## src/rtl/gaussian_cascade_wrapper.sv

```systemverilog
// gaussian_cascade_wrapper
//   Chains NUM_STAGES Gaussian kernel cores. The cores only advance when an
//   input pixel is accepted. Results produced while the cascade is priming
//   are dropped, priming restarts at every frame boundary, and valid results
//   are buffered in an output FIFO that applies full/empty backpressure.
//   Optional feature macro: GAUSS_STALL_CNT_EN adds the stall_cnt port.
// Ports:
//   clk, rst      clock, synchronous active-high reset
//   valid, din    input pixel from the down sampler
//   rd_en_down    input accepted this cycle (valid & in_ready)
//   in_ready      wrapper can accept (FIFO not full)
//   rd_en_up      read request from the up sampler
//   dout          FIFO read data; valid_out flags a granted read
//   empty, full   FIFO status
//   frame_done    one-cycle pulse after the last accepted pixel of a frame
//   overflow      sticky, write attempted while full
//   stall_cnt     (GAUSS_STALL_CNT_EN) cycles with valid & !in_ready

// 3-tap [1 2 1]/4 smoothing core, rounded, advancing only on ce.
module gaussian_core #(
   parameter int DATA_WIDTH = 8
) (
   input  logic                  clk,
   input  logic                  rst,
   input  logic                  ce,
   input  logic [DATA_WIDTH-1:0] din,
   output logic [DATA_WIDTH-1:0] dout
);
   logic [DATA_WIDTH-1:0] tap0, tap1;
   logic [DATA_WIDTH+1:0] sum;

   always_comb begin
      sum = {2'b00, din} + {1'b0, tap0, 1'b0} + {2'b00, tap1} + (DATA_WIDTH+2)'(2);
   end

   always_ff @(posedge clk) begin
      if (rst) begin
         tap0 <= '0;
         tap1 <= '0;
         dout <= '0;
      end else if (ce) begin
         tap0 <= din;
         tap1 <= tap0;
         dout <= DATA_WIDTH'(sum >> 2);
      end
   end
endmodule

module gaussian_cascade_wrapper #(
   parameter int DATA_WIDTH      = 8,
   parameter int NUM_STAGES      = 2,
   parameter int PRIME_PER_STAGE = 806,
   parameter int FRAME_PIXELS    = 307200,
   parameter int FIFO_DEPTH      = 16
) (
   input  logic                  clk,
   input  logic                  rst,
   input  logic                  valid,
   input  logic [DATA_WIDTH-1:0] din,
   output logic                  rd_en_down,
   output logic                  in_ready,
   input  logic                  rd_en_up,
   output logic [DATA_WIDTH-1:0] dout,
   output logic                  valid_out,
   output logic                  empty,
   output logic                  full,
   output logic                  frame_done,
   output logic                  overflow
`ifdef GAUSS_STALL_CNT_EN
   ,
   output logic [15:0]           stall_cnt
`endif
);
   localparam int PRIME_TOTAL = NUM_STAGES * PRIME_PER_STAGE;
   localparam int PW = $clog2(PRIME_TOTAL + 1);
   localparam int FW = (FRAME_PIXELS > 1) ? $clog2(FRAME_PIXELS) : 1;
   localparam int AW = $clog2(FIFO_DEPTH);

   logic [PW-1:0]         prime_cnt;
   logic [FW-1:0]         frame_cnt;
   logic [AW-1:0]         wr_ptr, rd_ptr;
   logic [AW:0]           count;
   logic [DATA_WIDTH-1:0] mem [FIFO_DEPTH];
   logic [DATA_WIDTH-1:0] chain [NUM_STAGES+1];
   logic                  accept, wr, rd, last_pixel;

   assign chain[0] = din;

   for (genvar g = 0; g < NUM_STAGES; g++) begin : g_stage
      gaussian_core #(.DATA_WIDTH(DATA_WIDTH)) u_core (
         .clk  (clk),
         .rst  (rst),
         .ce   (accept),
         .din  (chain[g]),
         .dout (chain[g+1])
      );
   end

   always_comb begin
      full       = (count == (AW+1)'(FIFO_DEPTH));
      empty      = (count == '0);
      in_ready   = !full;
      accept     = valid & in_ready;
      rd_en_down = accept;
      last_pixel = (frame_cnt == FW'(FRAME_PIXELS - 1));
      // Written word is the last core's output before this accept advances it.
      wr         = accept & (prime_cnt == PW'(PRIME_TOTAL));
      rd         = rd_en_up & !empty;
   end

   always_ff @(posedge clk) begin
      if (rst) begin
         prime_cnt  <= '0;
         frame_cnt  <= '0;
         frame_done <= 1'b0;
      end else begin
         frame_done <= accept & last_pixel;
         if (accept) begin
            if (last_pixel) begin
               frame_cnt <= '0;
               prime_cnt <= '0;
            end else begin
               frame_cnt <= frame_cnt + 1'b1;
               if (prime_cnt != PW'(PRIME_TOTAL))
                  prime_cnt <= prime_cnt + 1'b1;
            end
         end
      end
   end

   always_ff @(posedge clk) begin
      if (wr)
         mem[wr_ptr] <= chain[NUM_STAGES];
   end

   always_ff @(posedge clk) begin
      if (rst) begin
         wr_ptr    <= '0;
         rd_ptr    <= '0;
         count     <= '0;
         dout      <= '0;
         valid_out <= 1'b0;
         overflow  <= 1'b0;
      end else begin
         valid_out <= rd;
         if (wr)
            wr_ptr <= wr_ptr + 1'b1;
         if (rd) begin
            dout   <= mem[rd_ptr];
            rd_ptr <= rd_ptr + 1'b1;
         end
         case ({wr, rd})
            2'b10:   count <= count + 1'b1;
            2'b01:   count <= count - 1'b1;
            default: count <= count;
         endcase
         if (wr & full)
            overflow <= 1'b1;
      end
   end

`ifdef GAUSS_STALL_CNT_EN
   always_ff @(posedge clk) begin
      if (rst)
         stall_cnt <= '0;
      else if (accept & last_pixel)
         stall_cnt <= '0;
      else if (valid & !in_ready & (stall_cnt != 16'hFFFF))
         stall_cnt <= stall_cnt + 1'b1;
   end
`endif
endmodule

```

## config.mk

```make
export PLATFORM = sky130hd
export DESIGN_NAME = gaussian_cascade_wrapper
export DESIGN_NICKNAME = d
export VERILOG_FILES = /design/src/rtl/gaussian_cascade_wrapper.sv
export SDC_FILE = /design/constraint.sdc
export NUM_CORES = 1
export LEC_CHECK = 0
export ABC_AREA = 1
export CORE_ASPECT_RATIO = 1.75
export CORE_MARGIN = 1
export CORE_UTILIZATION = 55
export CTS_BUF_LIST = sky130_fd_sc_hd__clkbuf_4 sky130_fd_sc_hd__clkbuf_8
export CTS_CLUSTER_DIAMETER = 40
export DETAILED_ROUTE_END_ITERATION = 8
export GPL_ROUTABILITY_DRIVEN = 0
export PLACE_DENSITY = 0.76
export SLEW_MARGIN = 20
export SYNTH_ARGS = -nofsm -noshare
export SYNTH_HDL_FRONTEND = slang
export SYNTH_HIERARCHICAL = 1
export SYNTH_SLANG_ARGS = --single-unit
```

## constraint.sdc

```tcl
create_clock -name clk -period 3 [get_ports clk]
set_input_delay 0.6 -clock clk [delete_from_list [all_inputs] [get_ports clk]]
set_output_delay 0.6 -clock clk [all_outputs]
set_load 0.01 [all_outputs]
```

==> insert_results.sql, run 1 <==
INSERT INTO impl_metrics (metric_group, metric, value, unit) VALUES
('run_status', 'status', 'finished, final reports clean', ''),
('logic_synthesis', 'synthDistinctLibCells', '31', ''),
('timing', 'final_setup_vio_count', '0', ''),
('global_routing', 'grt_util_all_layers', '24.0', '%'),
('worst_setup_path', 'critPathSlowestCell', 'sky130_fd_sc_hd__clkdlybuf4s50_1', ''),
('logic_synthesis', 'synth_top_area_cell', 'sky130_fd_sc_hd__edfxtp_1', ''),
('drt', 'drc', '0', ''),
('global_routing', 'grt_antenna_before_repair', '0', ''),
('logic_synthesis', 'synth.most_common_cell', 'sky130_fd_sc_hd__nand2_1', ''),
('cts', 'clockBufferDepth', '3', ''),
('global_routing', 'sum_of_overflow_across_all_layers_after_global_routing', '0', ''),
('flow_run', 'max_cap_violations', '0', ''),
('place', 'preCtsSetupSlack', '172', 'ps'),
('die', 'boundaryPins', '27', ''),
('timing', 'final.hold.worst_slack', '445', 'ps'),
('timing', 'timing.clock.skew', '8.75', 'ps'),
('place', 'io_buffers', '26', ''),
('drt', 'wl_per_cell', '14.6', 'um'),
('timing', 'slew_headroom', '29.1', '%'),
('timing', 'slew_violations', '0', ''),
('logic_synthesis', 'yosysWarningCount', '6', ''),
('layout', 'fin_nets', '1407', ''),
('cts', 'cts_resized', '0', ''),
('layout', 'ff_latch_area', '0.00589', 'mm^2'),
('die', 'chipWidth', '110', 'um'),
('place', 'dpl.hpwl', '16000', 'um'),
('drt', 'drt_iter0_drc', '449', ''),
('global_routing', 'number_of_global_route_vias_before_repair', '8318', ''),
('cts', 'root_buffer', 'sky130_fd_sc_hd__clkbuf_8', ''),
('drt', 'detail-route-antenna-nets', '0', ''),
('cts', 'cts.repair_timing.setup_buffer_count', '0', ''),
('logic_synthesis', 'yosysTopAreaCellShare', '34.5', '%'),
('worst_hold_path', 'min-delay-path-class', 'reg2reg', ''),
('logic_synthesis', 'avgSynthCellArea', '8.49', 'um^2'),
('logic_synthesis', 'synth-seq-area-share', '52.9', '%'),
('worst_setup_path', 'setup.worst_path.end_class', 'output pin', ''),
('worst_setup_path', 'critical-path-max-stage-delay', '600', 'ps'),
('worst_setup_path', 'crit_path_cell_trace', 'nor2_2 -> nand3_2 -> nand2_4 -> inv_2 -> buf_12 -> clkdlybuf4s50_1', ''),
('layout', 'finalInstanceArea', '0.0124', 'mm^2'),
('cts', 'cts.htree.levels', '1', ''),
('cts', 'clk_pin_slew_worst_paths', '70', 'ps'),
('global_routing', 'grt_pass1_wl', '39000', 'um'),
('timing', 'finalCritPeriodShare', '95.7', '%'),
('logic_synthesis', 'synthesis.nets', '1366', ''),
('die', 'core.rowCount', '68', ''),
('worst_setup_path', 'worst_setup_path_start_kind', 'flop', ''),
('cts', 'cts_tree', 'done', ''),
('logic_synthesis', 'synth_cells', '1311', ''),
('cts', 'cts_inserted_buffers', '30', ''),
('cts', 'clock_insertion_delay_worst_skew', '560', 'ps'),
('layout', 'num-fill-cells', '1653', ''),
('layout', 'area_growth', '11.2', '%'),
('die', 'core_area', '0.0197', 'mm^2'),
('timing', 'rsz_0062_raised_after_global_routing', 'no', ''),
('logic_synthesis', 'ys_top_cells_by_count', 'sky130_fd_sc_hd__nand2_1, sky130_fd_sc_hd__nor2_1, sky130_fd_sc_hd__edfxtp_1', ''),
('logic_synthesis', 'asyncSetResetFlopFracSynth', '0', '%'),
('power_and_ir_drop', 'power_leakage', '0.00530', 'uW'),
('cts', 'post_cts_hold_buffer_count', '0', ''),
('drt', 'wl', '23700', 'um'),
('worst_setup_path', 'path_delay_family', 'buffers and inverters', ''),
('worst_setup_path', 'worstPathMaxFanout', '79', ''),
('timing', 'report.final.hold_viol_count', '0', ''),
('drt', 'detail_route.vias_per_cell', '5.26', ''),
('logic_synthesis', 'count_of_flip_flops_with_a_built_in_enable_after_synthesis', '128', ''),
('worst_setup_path', 'critical_path_arrival', '2270', 'ps'),
('die', 'dieHeight', '190', 'um'),
('drt', 'vias', '8526', ''),
('die', 'initial_core_util', '56.4', '%'),
('worst_setup_path', 'crit_type', 'reg2out', ''),
('global_routing', 'largest_net_degree_at_the_start_of_global_routing', '80', ''),
('timing', 'fin_setup_tns', '0', 'ps');
registers in the layout (all words and copies together) (netlist names):
signal,count
dout,8
mem,128
overflow,1
wr_ptr,4
prime_cnt,11
rd_ptr,4
g_stage.u_core/tap0,16
count,5
g_stage.u_core/dout,16
valid_out,1
g_stage.u_core/tap1,16
frame_cnt,19
frame_done,1
worst register-to-register path: cells and delay by family, from the launching register on:
kind / cells / cell delay, ps
AOI/OAI and AO/OA: 3 / 390
adders and majority gates: 3 / 910
buffers and inverters: 1 / 90
DFF: 1 / 350
and+or+nand+nor: 6 / 610
path summary, 6_finish.rpt:
kind / slack [ps] / end / depth (start not counted) / from
max: 130 / rd_en_down / 6 / count[0]$_SDFFE_PP0P_
min: 440 / overflow$_SDFFE_PP0P_ / 2 / overflow$_SDFFE_PP0P_
max reg2reg: 530 / count[4]$_SDFFE_PP0P_ / 13 / prime_cnt[0]$_SDFFE_PP0P_
min reg2reg: 440 / overflow$_SDFFE_PP0P_ / 2 / overflow$_SDFFE_PP0P_
cells in the final DEF, fill, tap and decap left out:
| cell type | instances |
|---|---|
| sky130_fd_sc_hd__dfxtp_2 | 1 |
| sky130_fd_sc_hd__nor3_2 | 1 |
| sky130_fd_sc_hd__nor2_1 | 253 |
| sky130_fd_sc_hd__buf_2 | 1 |
| sky130_fd_sc_hd__inv_1 | 112 |
| sky130_fd_sc_hd__nand2_4 | 11 |
| sky130_fd_sc_hd__fa_1 | 13 |
| sky130_fd_sc_hd__nor2_2 | 6 |
| sky130_fd_sc_hd__buf_4 | 26 |
| sky130_fd_sc_hd__nor2_4 | 6 |
| sky130_fd_sc_hd__clkinv_1 | 7 |
| sky130_fd_sc_hd__a21oi_2 | 6 |
| sky130_fd_sc_hd__dfxtp_1 | 101 |
| sky130_fd_sc_hd__xnor2_1 | 2 |
| sky130_fd_sc_hd__bufinv_16 | 4 |
| sky130_fd_sc_hd__nand2_2 | 15 |
| sky130_fd_sc_hd__buf_12 | 1 |
| sky130_fd_sc_hd__clkinvlp_4 | 2 |
| sky130_fd_sc_hd__nand4_1 | 12 |
| sky130_fd_sc_hd__nand3_2 | 1 |
| sky130_fd_sc_hd__nand3b_1 | 1 |
| sky130_fd_sc_hd__nand2_1 | 299 |
| sky130_fd_sc_hd__o21ai_0 | 85 |
| sky130_fd_sc_hd__clkinv_2 | 7 |
| sky130_fd_sc_hd__clkbuf_8 | 34 |
| sky130_fd_sc_hd__a211oi_1 | 4 |
| sky130_fd_sc_hd__xor2_1 | 16 |
| sky130_fd_sc_hd__inv_2 | 13 |
| sky130_fd_sc_hd__and2_1 | 1 |
| sky130_fd_sc_hd__a21oi_1 | 30 |
| sky130_fd_sc_hd__nor3_1 | 3 |
| sky130_fd_sc_hd__clkdlybuf4s50_1 | 25 |
| sky130_fd_sc_hd__clkinv_4 | 1 |
| sky130_fd_sc_hd__edfxtp_1 | 128 |
| sky130_fd_sc_hd__ha_1 | 30 |
| sky130_fd_sc_hd__clkbuf_4 | 6 |
| sky130_fd_sc_hd__nand3_1 | 112 |
metrics by stage:
stage,power [uW],std cells
2_1_floorplan,4040,1311
6_report,6760,1621
3_5_place_dp,4210,1565
3_3_place_gp,4190,1565
5_1_grt,7030,1621
4_1_cts,6820,1621
power breakdown:
part | internal [uW] | total (uW) | switching, uW
combinational | 226 | 584 | 359
clock | 1470 | 2620 | 1150
sequential | 3430 | 3550 | 122
total | 5130 | 6760 | 1630
layer usage:
metal / track usage, % / vias up / share of wire (%) / wire length [um]
li1: - / 4323 / - / -
met1: 24.8 / 3975 / 37 / 8710
met2: 45.8 / 167 / 55 / 13000
met3: 3.01 / 61 / 3.5 / 833
met4: 11.9 / 0 / 4.7 / 1100
met5: 0 / - / 0 / 0
kinds of logic after synthesis:
| logic type | share of synthesized area, % |
|---|---|
| buffers and inverters | 6.43 |
| and+or+nand+nor | 27.7 |
| DFF | 52.9 |
| xor gates and xnor gates | 1.42 |
| AOI/OAI and AO/OA | 5.91 |
| adders and majority gates | 5.71 |
area by class of cell:
cell class,instances,area share (%)
well taps,245,2.48
flip-flops and latches,230,47.5
inverters,130,3.94
repair buffers,53,3.80
multi-input cells,907,36.6
clock buffers,40,4.14
clock inverters,16,1.51
Power figures use the tool's default switching activity.
==> inputs of run 2 (changes only) <==
CORE_UTILIZATION = 64   (was 55)
PLACE_DENSITY = 0.86   (was 0.76)
==> run 2 against run 1 <==
  * Utilization grew 9.7 points
  * Flip-flop and latch count is the same
  * Sequential power is essentially flat
  * Combinational power grew 3%
  * Global-route usage grew 5.0 points
  * Clock skew grew 2.4 ps
  * Clock power shrank 9.5%
  * Largest cell class unchanged
  * Design area shrank 0.91%
  * Hold slack lost 14 ps
  * Critical endpoint unchanged
  * Fmax grew 13%
==> insert_results.sql, run 2 (same netlist as run 1, synthesis figures left out) <==
INSERT INTO impl_metrics (metric_group, metric, value, unit) VALUES
('die', 'chipWidth', '102', 'um'),
('worst_hold_path', 'min-delay-start', 'overflow$_SDFFE_PP0P_', ''),
('drt', 'detail_route.vias_per_cell', '5.46', ''),
('layout', 'finalInstanceArea', '0.0123', 'mm^2'),
('worst_setup_path', 'critical_path_arrival', '1950', 'ps'),
('power_and_ir_drop', 'power_leakage', '0.00525', 'uW'),
('timing', 'final_setup_vio_count', '0', ''),
('timing', 'slew_headroom', '30.6', '%'),
('global_routing', 'grt_pass1_wl', '40100', 'um'),
('power_and_ir_drop', 'post-layout-total-power', '6520', 'uW'),
('cts', 'cts_tree', 'done', ''),
('timing', 'timing.clock.skew', '11.1', 'ps'),
('place', 'placed_cells_incl_taps', '1546', ''),
('drt', 'wl_met2', '13800', 'um'),
('drt', 'detailroute.wirelength.met3', '1160', 'um'),
('layout', 'antenna_cells_inserted', '0', ''),
('timing', 'maxClockFrequency', '0.393', 'GHz'),
('layout', 'layout-drive-gt1-share', '9.82', '%'),
('run_status', 'status', 'finished, final reports clean', ''),
('drt', 'vias', '8752', ''),
('worst_hold_path', 'min-delay-path-class', 'reg2reg', ''),
('global_routing', 'grt_util_all_layers', '29.0', '%'),
('power_and_ir_drop', 'peak_vdd_ir', '0.501', 'mV'),
('die', 'total_die_area', '0.0179', 'mm^2'),
('cts', 'post_cts_hold_buffer_count', '0', ''),
('flow_run', 'max_cap_violations', '0', ''),
('cts', 'clkSinkCount', '230', ''),
('global_routing', 'largest_net_degree_at_the_start_of_global_routing', '79', ''),
('place', 'dpl.hpwl', '16500', 'um'),
('global_routing', 'number_of_global_route_vias_before_repair', '8805', ''),
('drt', 'total_iterations_of_the_first_detailed_routing_run', '5', ''),
('drt', 'drc', '0', ''),
('cts', 'clockBufferDepth', '3', ''),
('cts', 'clock_insertion_delay_worst_skew', '560', 'ps'),
('timing', 'finalCritPeriodShare', '84.9', '%'),
('layout', 'largest_register', 'mem', ''),
('timing', 'post-route-min-period', '2550', 'ps'),
('timing', 'fin_setup_tns', '0', 'ps'),
('worst_setup_path', 'setup.worst_path.end_class', 'output pin', ''),
('drt', 'top_signal_layer_used', 'met4', ''),
('timing', 'worst_slack', '453', 'ps'),
('place', 'io_buffers', '26', ''),
('die', 'boundaryPins', '27', ''),
('drt', 'wl', '24800', 'um'),
('timing', 'worst_pin_slew', '1040', 'ps'),
('layout', 'largest_register_ffs', '128', ''),
('cts', 'cts.htree.levels', '1', ''),
('place', 'preCtsSetupSlack', '194', 'ps'),
('layout', 'registers_with_the_most_flip_flops', 'mem (128), frame_cnt (19)', ''),
('die', 'initial_core_util', '65.7', '%'),
('drt', 'drt_iter0_drc', '631', ''),
('drt', 'route.layer.met1.wl', '8460', 'um'),
('timing', 'rsz_0062_raised_after_global_routing', 'no', ''),
('layout', 'area_growth', '10.2', '%'),
('die', 'core_area', '0.0169', 'mm^2'),
('worst_setup_path', 'crit_type', 'reg2out', ''),
('die', 'dieHeight', '176', 'um'),
('cts', 'root_buffer', 'sky130_fd_sc_hd__clkbuf_8', ''),
('timing', 'report.final.hold_viol_count', '0', ''),
('layout', 'layout.cells.non_filler', '1602', ''),
('drt', 'detail-route-antenna-nets', '0', ''),
('cts', 'cts.repair_timing.setup_buffer_count', '0', ''),
('layout', 'fin_nets', '1406', ''),
('global_routing', 'sum_of_overflow_across_all_layers_after_global_routing', '0', ''),
('worst_setup_path', 'launch_point_of_the_critical_path', 'count[1]$_SDFFE_PP0P_', ''),
('worst_setup_path', 'data_required_critical_path', '2400', 'ps'),
('cts', 'clk_pin_slew_worst_paths', '70', 'ps'),
('layout', 'mostFrequentLayoutCells', 'sky130_fd_sc_hd__nand2_1, sky130_fd_sc_hd__nor2_1, sky130_fd_sc_hd__edfxtp_1, sky130_fd_sc_hd__nand3_1, sky130_fd_sc_hd__inv_1', ''),
('place', 'place_area', '0.0117', 'mm^2'),
('cts', 'cts_resized', '0', ''),
('die', 'core.rowCount', '63', ''),
('cts', 'cts_inserted_buffers', '30', ''),
('layout', 'most_frequent_standard_cell_in_the_layout_excluding_fill_and_tap_cells', 'sky130_fd_sc_hd__nand2_1', ''),
('drt', 'wl_per_cell', '15.5', 'um'),
('power_and_ir_drop', 'powerDensity', '531', 'mW/mm^2'),
('global_routing', 'grt_antenna_before_repair', '0', ''),
('timing', 'slew_violations', '0', ''),
('worst_setup_path', 'worst_setup_path_start_kind', 'flop', ''),
('worst_setup_path', 'worstPathMaxFanout', '4', ''),
('worst_setup_path', 'r2r-start', 'prime_cnt[0]$_SDFFE_PP0P_', '');
==> run 2: through the flow <==
stage | util, % | hold slack [ps]
after CTS | 72.4 | 436
after global placement | 68.8 | 411
after floorplan | - | 447
after global routing | 72.4 | 446
final | 72.4 | 431
after detailed placement | 68.8 | 427
==> run 2: per-layer routing <==
layer	track usage (%)	vias up
met5	0	-
met2	55.2	275
li1	-	4318
met4	19.4	0
met1	27.7	4074
met3	4.12	85
==> run 2: area by class of cell <==
type / count / area (um^2)
Clock buffer: 40 / 494
Clock inverter: 16 / 123
Fill cell: 1242 / 4680
Inverter: 130 / 488
Multi-Input combinational cell: 907 / 4530
Sequential cell: 230 / 5890
Tap cell: 227 / 284
Timing Repair Buffer: 52 / 463
==> run 2: final timing paths <==
path                            depth (start not counted)               endpoint  slack, ps
worst max-delay path                                    5             rd_en_down        450
worst min-delay path                                    2  overflow$_SDFFE_PP0P_        430
worst max register to register                         13  count[4]$_SDFFE_PP0P_        500
worst min register to register                          2  overflow$_SDFFE_PP0P_        430
==> run 2: critical path, stage by stage, from the launching register on <==
cell and delay [ps]:
sky130_fd_sc_hd__dfxtp_1 440, sky130_fd_sc_hd__nor2_1 110, sky130_fd_sc_hd__nand3_2 110, sky130_fd_sc_hd__nand2_4 60
sky130_fd_sc_hd__inv_2 90, sky130_fd_sc_hd__clkdlybuf4s50_1 590
==> run 2: where the power goes <==
part / internal (uW) / switching (uW) / total [uW]
logic: 228 / 372 / 600
clock network: 1250 / 1120 / 2370
registers: 3430 / 120 / 3550
total: 4910 / 1620 / 6520
